File: src/rtl/ram_digit_writer.sv
// Buffers single-cell digit writes and whole-screen fills into a text RAM, writing only during blanking.
// Latency: a popped request or fill step appears on the RAM port one cycle after the sampling edge.
// Backpressure: req_ready drops when the request FIFO is full or a fill is running; display_on=1 stalls all writes.
module ram_digit_writer #(
    parameter int FIFO_DEPTH = 4
) (
    input  logic                          clk,
    input  logic                          reset_n,
    input  logic                          display_on,
    input  logic                          req_valid,
    output logic                          req_ready,
    input  logic [4:0]                    req_row,
    input  logic [4:0]                    req_col,
    input  logic [3:0]                    req_digit,
    input  logic                          fill_start,
    input  logic [3:0]                    fill_digit,
    output logic                          ram_req,
    output logic [9:0]                    ram_addr,
    output logic [7:0]                    ram_din,
    output logic                          ram_we,
    output logic                          busy,
    output logic [$clog2(FIFO_DEPTH):0]   fifo_count
);

    localparam int PW = $clog2(FIFO_DEPTH);
    localparam int CW = PW + 1;
    localparam logic [9:0] LAST_ADDR = 10'd1023;

    typedef enum logic {IDLE, FILL} state_t;

    state_t         state;
    logic [13:0]    mem [FIFO_DEPTH];
    logic [PW-1:0]  wr_ptr;
    logic [PW-1:0]  rd_ptr;
    logic [9:0]     fill_addr;
    logic [3:0]     fill_val;
    logic           push;
    logic           pop;
    logic [13:0]    head;

    // Fills lock out new requests so the screen-wide write is never interleaved with cell writes.
    assign req_ready = (fifo_count < CW'(FIFO_DEPTH)) && (state != FILL);
    assign push      = req_valid && req_ready;
    // A fill request takes priority over draining the FIFO; queued entries wait until the fill ends.
    assign pop       = (state == IDLE) && !fill_start && (fifo_count != '0) && !display_on;
    assign head      = mem[rd_ptr];
    assign ram_we    = ram_req;

    // FIFO storage: entries are {row, col, digit} in arrival order; no reset needed on the data.
    always_ff @(posedge clk) begin
        if (push) begin
            mem[wr_ptr] <= {req_row, req_col, req_digit};
        end
    end

    // FIFO pointers and occupancy; a simultaneous push and pop leaves the count unchanged.
    always_ff @(posedge clk or negedge reset_n) begin
        if (!reset_n) begin
            wr_ptr     <= '0;
            rd_ptr     <= '0;
            fifo_count <= '0;
        end else begin
            if (push) begin
                wr_ptr <= wr_ptr + 1'b1;
            end
            if (pop) begin
                rd_ptr <= rd_ptr + 1'b1;
            end
            case ({push, pop})
                2'b10:   fifo_count <= fifo_count + 1'b1;
                2'b01:   fifo_count <= fifo_count - 1'b1;
                default: fifo_count <= fifo_count;
            endcase
        end
    end

    // Control FSM with registered RAM port; the write strobe defaults low every cycle.
    always_ff @(posedge clk or negedge reset_n) begin
        if (!reset_n) begin
            state     <= IDLE;
            fill_addr <= '0;
            fill_val  <= '0;
            ram_req   <= 1'b0;
            ram_addr  <= '0;
            ram_din   <= '0;
            busy      <= 1'b0;
        end else begin
            ram_req <= 1'b0;
            case (state)
                IDLE: begin
                    if (fill_start) begin
                        fill_val  <= fill_digit;
                        fill_addr <= '0;
                        state     <= FILL;
                        busy      <= 1'b1;
                    end else if (pop) begin
                        ram_req  <= 1'b1;
                        ram_addr <= head[13:4];
                        ram_din  <= {4'b0000, head[3:0]};
                    end
                end
                FILL: begin
                    // Pause on active video; the last address ends the fill without wrapping.
                    if (!display_on) begin
                        ram_req  <= 1'b1;
                        ram_addr <= fill_addr;
                        ram_din  <= {4'b0000, fill_val};
                        if (fill_addr == LAST_ADDR) begin
                            state <= IDLE;
                            busy  <= 1'b0;
                        end else begin
                            fill_addr <= fill_addr + 1'b1;
                        end
                    end
                end
                default: begin
                    state <= IDLE;
                    busy  <= 1'b0;
                end
            endcase
        end
    end

endmodule
File: config.mk
export PLATFORM = sky130hd
export DESIGN_NAME = ram_digit_writer
export DESIGN_NICKNAME = d
export VERILOG_FILES = /design/src/rtl/ram_digit_writer.sv
export SDC_FILE = /design/constraint.sdc
export NUM_CORES = 1
export LEC_CHECK = 0
export CAP_MARGIN = 25
export CORE_UTILIZATION = 55
export DETAILED_ROUTE_END_ITERATION = 8
export GPL_TIMING_DRIVEN = 0
export PLACE_DENSITY = 0.85
export SLEW_MARGIN = 20
export SYNTH_ARGS = -nofsm -noshare
export SYNTH_HDL_FRONTEND = slang
export SYNTH_SLANG_ARGS = --single-unit
File: constraint.sdc
create_clock -name clk -period 6.56 [get_ports clk]
set_clock_uncertainty 0.05 [all_clocks]
set_input_delay 0.656 -clock clk [delete_from_list [all_inputs] [get_ports clk]]
set_output_delay 0.656 -clock clk [all_outputs]
set_load 0.02 [all_outputs]
==> impl_metrics.xml, run 1 <==
<?xml version="1.0" encoding="UTF-8"?>
<metrics>
  <group name="yosys">
    <metric name="synth.top_cells.by_area" unit="">sky130_fd_sc_hd__edfxtp_1 41%, sky130_fd_sc_hd__dfrtp_1 23%, sky130_fd_sc_hd__mux2_2 6.8%, sky130_fd_sc_hd__mux4_2 4.4%, sky130_fd_sc_hd__mux4_1 3.8%</metric>
    <metric name="netlist_cell_types" unit="">43</metric>
    <metric name="synth_warnings" unit="">0</metric>
    <metric name="synth-async-reset-ratio" unit="%">40.43</metric>
    <metric name="syn_area" unit="sq um">4131</metric>
    <metric name="postSynthCellCount" unit="">249</metric>
    <metric name="synth_edf_count" unit="">56</metric>
    <metric name="ys.flop_type" unit="">sky130_fd_sc_hd__edfxtp_1</metric>
    <metric name="ys_ff_latch" unit="">94</metric>
    <metric name="avgSynthCellArea" unit="sq um">16.59</metric>
    <metric name="netlist.area_leader.share" unit="%">40.70</metric>
    <metric name="sequential_to_total_area_share_from_yosys_stat" unit="%">63.72</metric>
    <metric name="synth_area_leader_cell" unit="">sky130_fd_sc_hd__edfxtp_1</metric>
  </group>
  <group name="worst_setup_path">
    <metric name="timing.critical_path.mode_cell" unit="">sky130_fd_sc_hd__xor2_1</metric>
    <metric name="critical_path.cell_chain" unit="">clkdlybuf4s50_1, or2_1, nor3_1, ha_1, inv_1, fa_1, xor2_1, nor2_1, xor2_1</metric>
    <metric name="cp_data_required_time" unit="ns">6.76</metric>
    <metric name="worstSetupPathType" unit="">input pin to flop</metric>
    <metric name="cpPeakStageDelay" unit="ns">0.54</metric>
    <metric name="critical_path.top_delay_family" unit="">simple AND/OR/NAND/NOR gates</metric>
    <metric name="worstSetupStartpointType" unit="">input pin</metric>
    <metric name="crit_path_top_delay_cell" unit="">sky130_fd_sc_hd__clkdlybuf4s50_1</metric>
    <metric name="path_buf_inv" unit="">2</metric>
    <metric name="worst-endpoint-arrival" unit="ns">3.04</metric>
    <metric name="worst_setup_ep_type" unit="">flop</metric>
    <metric name="cp_max_fo" unit="">7</metric>
  </group>
  <group name="clock_tree">
    <metric name="clock_tree_from_tritoncts" unit="">yes</metric>
    <metric name="clkLatencyLatePin" unit="ns">0.35</metric>
    <metric name="clkTransAtPathRegs" unit="ns">0.10</metric>
    <metric name="htree_levels" unit="">3</metric>
    <metric name="cts_buffers" unit="">9</metric>
    <metric name="clock-root-buffer" unit="">sky130_fd_sc_hd__clkbuf_8</metric>
    <metric name="cts_hold_buf" unit="">0</metric>
    <metric name="numClockSinks" unit="">94</metric>
    <metric name="cts-root-to-sink-buffers" unit="">2</metric>
    <metric name="postCtsSetupRepairBufs" unit="">0</metric>
    <metric name="ctsResizeCount" unit="">0</metric>
  </group>
  <group name="drt">
    <metric name="wire_per_inst" unit="um">17.67</metric>
    <metric name="vias_per_cell" unit="">5.649</metric>
    <metric name="antenna_violating_nets_post_route" unit="">0</metric>
    <metric name="postRouteWirelength" unit="um">7245</metric>
    <metric name="post-route-drc-count" unit="">0</metric>
    <metric name="vias" unit="">2316</metric>
    <metric name="firstDrtPassIters" unit="">5</metric>
    <metric name="number_of_drc_violations_after_detailed_routing_iteration_0" unit="">148</metric>
  </group>
  <group name="sta">
    <metric name="setup_slack" unit="ns">3.712</metric>
    <metric name="final.min_clock_period" unit="ns">2.848</metric>
    <metric name="maxSlewHeadroom" unit="%">49.91</metric>
    <metric name="finalSetupViolations" unit="">0</metric>
    <metric name="final.period_utilization" unit="%">43.42</metric>
    <metric name="worst-slew-pin-transition" unit="ns">0.7513</metric>
    <metric name="grt_setup_unrepaired" unit="">no</metric>
    <metric name="fin_setup_tns" unit="ns">0</metric>
    <metric name="finalMaxSlewViolations" unit="">0</metric>
    <metric name="fmax" unit="GHz">0.3511</metric>
    <metric name="hold_viol" unit="">0</metric>
  </group>
  <group name="placement">
    <metric name="port-buffer-count" unit="">42</metric>
    <metric name="preCtsSetupSlack" unit="ns">3.356</metric>
    <metric name="gp_congestion" unit="">0.7739</metric>
    <metric name="dp_cells" unit="">394</metric>
    <metric name="dpl.hpwl" unit="um">4962</metric>
  </group>
  <group name="pwr">
    <metric name="power_leakage" unit="nW">1.897</metric>
    <metric name="power.density" unit="nW/um^2">291.7</metric>
    <metric name="ir_drop" unit="uV">157.0</metric>
    <metric name="report.power.total" unit="W">0.001429</metric>
  </group>
  <group name="die">
    <metric name="fp.dieH" unit="um">88.67</metric>
    <metric name="placeableCoreArea" unit="sq um">7253</metric>
    <metric name="num_rows" unit="">31</metric>
    <metric name="ios" unit="">48</metric>
    <metric name="starting_density" unit="%">56.96</metric>
    <metric name="floorplan.die_area" unit="sq um">7862</metric>
    <metric name="die-width" unit="um">88.67</metric>
  </group>
  <group name="cells_and_area">
    <metric name="layout.cells.non_filler" unit="">410</metric>
    <metric name="post-route-util" unit="%">67.55</metric>
    <metric name="finish.net_count" unit="">336</metric>
    <metric name="antennaDiodeCount" unit="">0</metric>
    <metric name="multi_input_comb_area" unit="sq um">1339</metric>
    <metric name="area.growth.synth_to_final" unit="%">18.59</metric>
    <metric name="post_route_cells_drive_above_1_share" unit="%">23.79</metric>
    <metric name="regArea" unit="sq um">2633</metric>
    <metric name="num-fill-cells" unit="">479</metric>
  </group>
  <group name="grt">
    <metric name="grt_antenna_before_repair" unit="">0</metric>
    <metric name="grt_pass1_wl" unit="um">11740</metric>
    <metric name="grt_start_max_net_pins" unit="">24</metric>
    <metric name="vias_in_the_first_global_route" unit="">2304</metric>
    <metric name="groute.usage.overall" unit="%">20.75</metric>
    <metric name="globalRouteOverflowTotal" unit="">0</metric>
  </group>
  <group name="run">
    <metric name="cap_viol_max_count" unit="">0</metric>
  </group>
  <group name="outcome">
    <metric name="outcome" unit="">finished, final reports clean</metric>
  </group>
  <group name="hold_path">
    <metric name="worst_hold_path_type" unit="">input pin to async pin</metric>
  </group>
</metrics>
## registers in the layout, indices dropped and copies added (netlist names)
name        count
mem            56
fill_addr      10
ram_addr       10
fill_val        4
ram_din         4
fifo_count      3
rd_ptr          2
wr_ptr          2
busy            1
ram_req         1
state           1
## cell usage in the layout, fill, tap and decap left out, drive strengths merged, types with 2 or more instances in the layout
cell type and count:
nand2 3, xor2 4, and3 9, o22ai 2
mux2i 2, and2 2, xnor2 2, nor2b 3
ha 6, conb 4, mux2 32, a21oi 9
nor2 5, a211oi 5, buf 15, clkinv 3
mux4 14, clkbuf 13, clkdlybuf4s50 41, nor3 2
edfxtp 56, and4 4, a31oi 9, inv 13
dfrtp 38
## power by group
| part | internal, W | switching (W) | leakage [nW] | total, W |
|---|---|---|---|---|
| sequential | 0.000684 | 0.0000637 | 0.971 | 0.000748 |
| clock | 0.000146 | 0.000219 | 0.0949 | 0.000365 |
| combinational | 0.000177 | 0.000139 | 0.832 | 0.000316 |
| total | 0.00101 | 0.000421 | 1.90 | 0.00143 |
## worst paths after layout
path	end	startpoint	slack [ns]	cells after the start
worst max register to register	fifo_count[2]	state	4.09	9
max in group asynchronous	busy	reset_n	5.84	2
worst min register to register	fill_val[0]	fill_val[0]	0.47	1
min in group clk	fill_val[0]	fill_val[0]	0.47	1
worst max-delay path	fifo_count[2]	fill_start	3.71	9
worst min-delay path	fill_addr[8]	reset_n	0.17	1
## cell usage after synthesis, types with 2 or more instances
cell type                  instances
sky130_fd_sc_hd__buf_4             8
sky130_fd_sc_hd__buf_6             3
sky130_fd_sc_hd__a31oi_1           9
sky130_fd_sc_hd__and2_1            2
sky130_fd_sc_hd__and4_1            4
sky130_fd_sc_hd__o22ai_1           2
sky130_fd_sc_hd__dfrtp_1          38
sky130_fd_sc_hd__a211oi_1          5
sky130_fd_sc_hd__edfxtp_1         56
sky130_fd_sc_hd__a21oi_1           9
sky130_fd_sc_hd__nand2_1           3
sky130_fd_sc_hd__ha_1              6
sky130_fd_sc_hd__mux4_1            6
sky130_fd_sc_hd__nor2b_1           3
sky130_fd_sc_hd__mux2i_1           2
sky130_fd_sc_hd__mux2_2           25
sky130_fd_sc_hd__and3_1            9
sky130_fd_sc_hd__xor2_1            4
sky130_fd_sc_hd__mux2_4            7
sky130_fd_sc_hd__xnor2_1           2
sky130_fd_sc_hd__clkbuf_1          4
sky130_fd_sc_hd__inv_1             9
sky130_fd_sc_hd__nor3_1            2
sky130_fd_sc_hd__mux4_2            8
sky130_fd_sc_hd__nor2_1            5
## cell type report
type,count,area share (%)
Clock buffer,9,2.528
Buffer,17,2.732
Tap cell,99,2.528
Timing Repair Buffer,43,9.040
Clock inverter,7,1.353
Inverter,10,0.7661
Sequential cell,94,53.73
Multi-Input combinational cell,131,27.32
## metal layers
metal | wire length, um | part of all wire [%] | track usage [%] | up-vias
met5 | 0 | 0 | 0 | -
met4 | 74 | 1.0 | 5.865 | 0
met3 | 228 | 3.1 | 4.571 | 7
met2 | 3707 | 51 | 33.85 | 50
met1 | 3234 | 45 | 28.43 | 1184
li1 | - | - | - | 1075
## kinds of logic (layout without fill, tap and decap cells)
family                     count (synthesis)  in the layout  synth area share [%]
AOI/OAI and AO/OA                         33             33                 5.603
buffers and inverters                     27             86                 4.149
other                                      1              4               0.09077
DFF                                       94             94                 63.72
xor gates and xnor gates                   6              6                 1.272
adders and majority gates                  7              7                 2.302
muxes                                     48             48                 18.02
and+or+nand+nor                           33             33                 4.846
## metrics by stage
| stage | area [sq um] | hold WS, ns |
|---|---|---|
| 6_report | 4900 | 0.1659 |
| 4_1_cts | 4900 | 0.1692 |
| 3_3_place_gp | 4687 | 0.4378 |
| 5_1_grt | 4900 | 0.1777 |
| 2_1_floorplan | 4143 | 0.3104 |
| 3_5_place_dp | 4710 | 0.4416 |
Note: power is estimated with default switching activity, not from simulation.
==> run 2: changes to the inputs <==
==> constraint.sdc (replaced) <==
create_clock -name clk -period 3 [get_ports clk]
set_clock_uncertainty 0.05 [all_clocks]
set_input_delay 0.3 -clock clk [delete_from_list [all_inputs] [get_ports clk]]
set_output_delay 0.3 -clock clk [all_outputs]
set_load 0.02 [all_outputs]
==> run 2 against run 1 <==
Wire length shrank 0.92%. Sequential power increased by 120%. Largest power group unchanged. Clock power rose by 120%. Sequential share of layout area shrank 0.11 points.
==> impl_metrics.xml, run 2 (synthesized netlist as in run 1, its figures left out) <==
<?xml version="1.0" encoding="UTF-8"?>
<metrics>
  <group name="worst_setup_path">
    <metric name="worst-endpoint-arrival" unit="ns">2.69</metric>
    <metric name="ff2ff_setup_slack" unit="ns">0.53</metric>
    <metric name="cp_max_fo" unit="">7</metric>
    <metric name="capturing_point_of_the_worst_reg2reg_path" unit="">fifo_count[2]</metric>
    <metric name="regToRegStartpoint" unit="">state</metric>
    <metric name="worst_setup_ep_type" unit="">flop</metric>
    <metric name="r2r_cells" unit="">9</metric>
    <metric name="worstSetupPathType" unit="">input pin to flop</metric>
    <metric name="cp_data_required_time" unit="ns">3.19</metric>
    <metric name="worstSetupStartpointType" unit="">input pin</metric>
  </group>
  <group name="pwr">
    <metric name="power.density" unit="nW/um^2">635.9</metric>
    <metric name="ir_drop" unit="uV">347.9</metric>
    <metric name="pwr-share-comb" unit="%">22.1</metric>
    <metric name="power_leakage" unit="nW">1.901</metric>
    <metric name="sequentialPowerShare" unit="%">52.3</metric>
    <metric name="total_switching_power" unit="W">0.0009174</metric>
    <metric name="p_sw_share" unit="%">29.38</metric>
    <metric name="internal_power" unit="W">0.002205</metric>
    <metric name="clkPwrFrac" unit="%">25.5</metric>
  </group>
  <group name="run">
    <metric name="cap_viol_max_count" unit="">0</metric>
  </group>
  <group name="drt">
    <metric name="post-route-drc-count" unit="">0</metric>
    <metric name="number_of_drc_violations_after_detailed_routing_iteration_0" unit="">146</metric>
    <metric name="antenna_violating_nets_post_route" unit="">0</metric>
    <metric name="firstDrtPassIters" unit="">5</metric>
    <metric name="wire_per_inst" unit="um">17.46</metric>
    <metric name="vias" unit="">2301</metric>
    <metric name="vias_per_cell" unit="">5.599</metric>
    <metric name="postRouteWirelength" unit="um">7178</metric>
  </group>
  <group name="cells_and_area">
    <metric name="final_design_area_no_fill" unit="sq um">4910</metric>
    <metric name="finish.net_count" unit="">337</metric>
    <metric name="reg_top3" unit="">mem (56), fill_addr (10), ram_addr (10)</metric>
    <metric name="largest_register_ffs" unit="">56</metric>
    <metric name="final_common_cell" unit="">sky130_fd_sc_hd__edfxtp_1</metric>
    <metric name="post_route_cells_drive_above_1_share" unit="%">23.72</metric>
    <metric name="top_register" unit="">mem</metric>
    <metric name="antennaDiodeCount" unit="">0</metric>
    <metric name="post-route-util" unit="%">67.69</metric>
    <metric name="area.growth.synth_to_final" unit="%">18.84</metric>
    <metric name="highest_count_cells_in_the_layout_ignoring_fill_and_taps" unit="">56 x sky130_fd_sc_hd__edfxtp_1, 41 x sky130_fd_sc_hd__clkdlybuf4s50_1, 38 x sky130_fd_sc_hd__dfrtp_1</metric>
    <metric name="layout.cells.non_filler" unit="">411</metric>
  </group>
  <group name="sta">
    <metric name="final.period_utilization" unit="%">83.10</metric>
    <metric name="grt_setup_unrepaired" unit="">no</metric>
    <metric name="fmax" unit="GHz">0.4011</metric>
    <metric name="finalMaxSlewViolations" unit="">0</metric>
    <metric name="maxSlewHeadroom" unit="%">50.90</metric>
    <metric name="worst-slew-pin-transition" unit="ns">0.7364</metric>
    <metric name="setup_slack" unit="ns">0.5070</metric>
    <metric name="hold_viol" unit="">0</metric>
    <metric name="finalSetupViolations" unit="">0</metric>
    <metric name="final.min_clock_period" unit="ns">2.493</metric>
    <metric name="fin_setup_tns" unit="ns">0</metric>
  </group>
  <group name="grt">
    <metric name="vias_in_the_first_global_route" unit="">2304</metric>
    <metric name="grt_antenna_before_repair" unit="">0</metric>
    <metric name="groute.usage.overall" unit="%">20.75</metric>
    <metric name="grt_start_max_net_pins" unit="">24</metric>
    <metric name="grt_pass1_wl" unit="um">11740</metric>
    <metric name="globalRouteOverflowTotal" unit="">0</metric>
  </group>
  <group name="die">
    <metric name="floorplan.die_area" unit="sq um">7862</metric>
    <metric name="die-width" unit="um">88.67</metric>
    <metric name="starting_density" unit="%">56.96</metric>
    <metric name="placeableCoreArea" unit="sq um">7253</metric>
    <metric name="num_rows" unit="">31</metric>
    <metric name="fp.dieH" unit="um">88.67</metric>
    <metric name="ios" unit="">48</metric>
  </group>
  <group name="clock_tree">
    <metric name="clkTransAtPathRegs" unit="ns">0.10</metric>
    <metric name="postCtsSetupRepairBufs" unit="">0</metric>
    <metric name="cts_hold_buf" unit="">1</metric>
    <metric name="numClockSinks" unit="">94</metric>
    <metric name="htree_levels" unit="">3</metric>
    <metric name="clkLatencyLatePin" unit="ns">0.35</metric>
    <metric name="clock_tree_from_tritoncts" unit="">yes</metric>
    <metric name="cts-root-to-sink-buffers" unit="">2</metric>
    <metric name="clock-root-buffer" unit="">sky130_fd_sc_hd__clkbuf_8</metric>
    <metric name="ctsResizeCount" unit="">0</metric>
    <metric name="cts_buffers" unit="">9</metric>
  </group>
  <group name="placement">
    <metric name="dp_cells" unit="">394</metric>
    <metric name="port-buffer-count" unit="">42</metric>
    <metric name="preCtsSetupSlack" unit="ns">0.1522</metric>
    <metric name="post_dp_cell_area" unit="sq um">4710</metric>
    <metric name="dpl.hpwl" unit="um">4962</metric>
    <metric name="gp_congestion" unit="">0.7739</metric>
  </group>
  <group name="outcome">
    <metric name="outcome" unit="">finished, final reports clean</metric>
  </group>
  <group name="hold_path">
    <metric name="worst_hold_path_type" unit="">input pin to async pin</metric>
  </group>
</metrics>
-- run 2: cell types whose count changed in the layout (fill, tap and decap cells not counted), sizes merged --
cell	delta
dlygate4sd3	+1
-- run 2: critical path, stage by stage --
cell                              delay (ns)
sky130_fd_sc_hd__clkdlybuf4s50_1        0.55
sky130_fd_sc_hd__or2_1                  0.33
sky130_fd_sc_hd__nor3_1                 0.37
sky130_fd_sc_hd__ha_1                   0.28
sky130_fd_sc_hd__inv_1                  0.06
sky130_fd_sc_hd__fa_1                   0.39
sky130_fd_sc_hd__xor2_1                 0.20
sky130_fd_sc_hd__nor2_1                 0.07
sky130_fd_sc_hd__xor2_1                 0.14
-- run 2: cell type report --
type	count	area [sq um]
fillers	479	2344
well taps	99	123.9
clock buffers	9	123.9
inverters	10	37.54
flip-flops and latches	94	2633
repair buffers	44	452.9
multi-input cells	131	1339
plain buffers	17	133.9
clock inverters	7	66.31
-- run 2: power groups by stage --
stage                     Combinational [W]  Clock [W]  Sequential (W)
after floorplan                    0.000362          0         0.00170
after global placement             0.000667          0         0.00166
after detailed placement           0.000691          0         0.00166
after CTS                          0.000695   0.000809         0.00163
after global routing               0.000757   0.000868         0.00165
final                              0.000690   0.000797         0.00163
-- run 2: worst max-delay path by stage --
stage	startpoint	endpoint	slack (ns)	cells past startpoint
after detailed placement	fill_start	fifo_count[2]	0.15	9
after global placement	fill_start	fifo_count[2]	0.23	9
after CTS	fill_start	fifo_count[2]	0.52	9
after floorplan	state	fifo_count[2]	0.86	9
final	fill_start	fifo_count[2]	0.51	9
after global routing	fill_start	fifo_count[2]	0.39	9
-- run 2: per-stage QoR --
step	power, W	hold slack, ns
6_report	0.003122	0.3528
2_1_floorplan	0.002064	-0.04559
3_5_place_dp	0.002349	0.2013
3_3_place_gp	0.002324	0.4378
4_1_cts	0.003137	0.3444
5_1_grt	0.003275	0.3660
-- run 2: metal layers --
metal | vias to the layer above | wire, um | track usage, %
met1 | 1165 | 3153 | 28.43
li1 | 1076 | - | -
met3 | 9 | 251 | 4.571
met5 | - | 0 | 0
met2 | 51 | 3692 | 33.85
met4 | 0 | 80 | 5.865
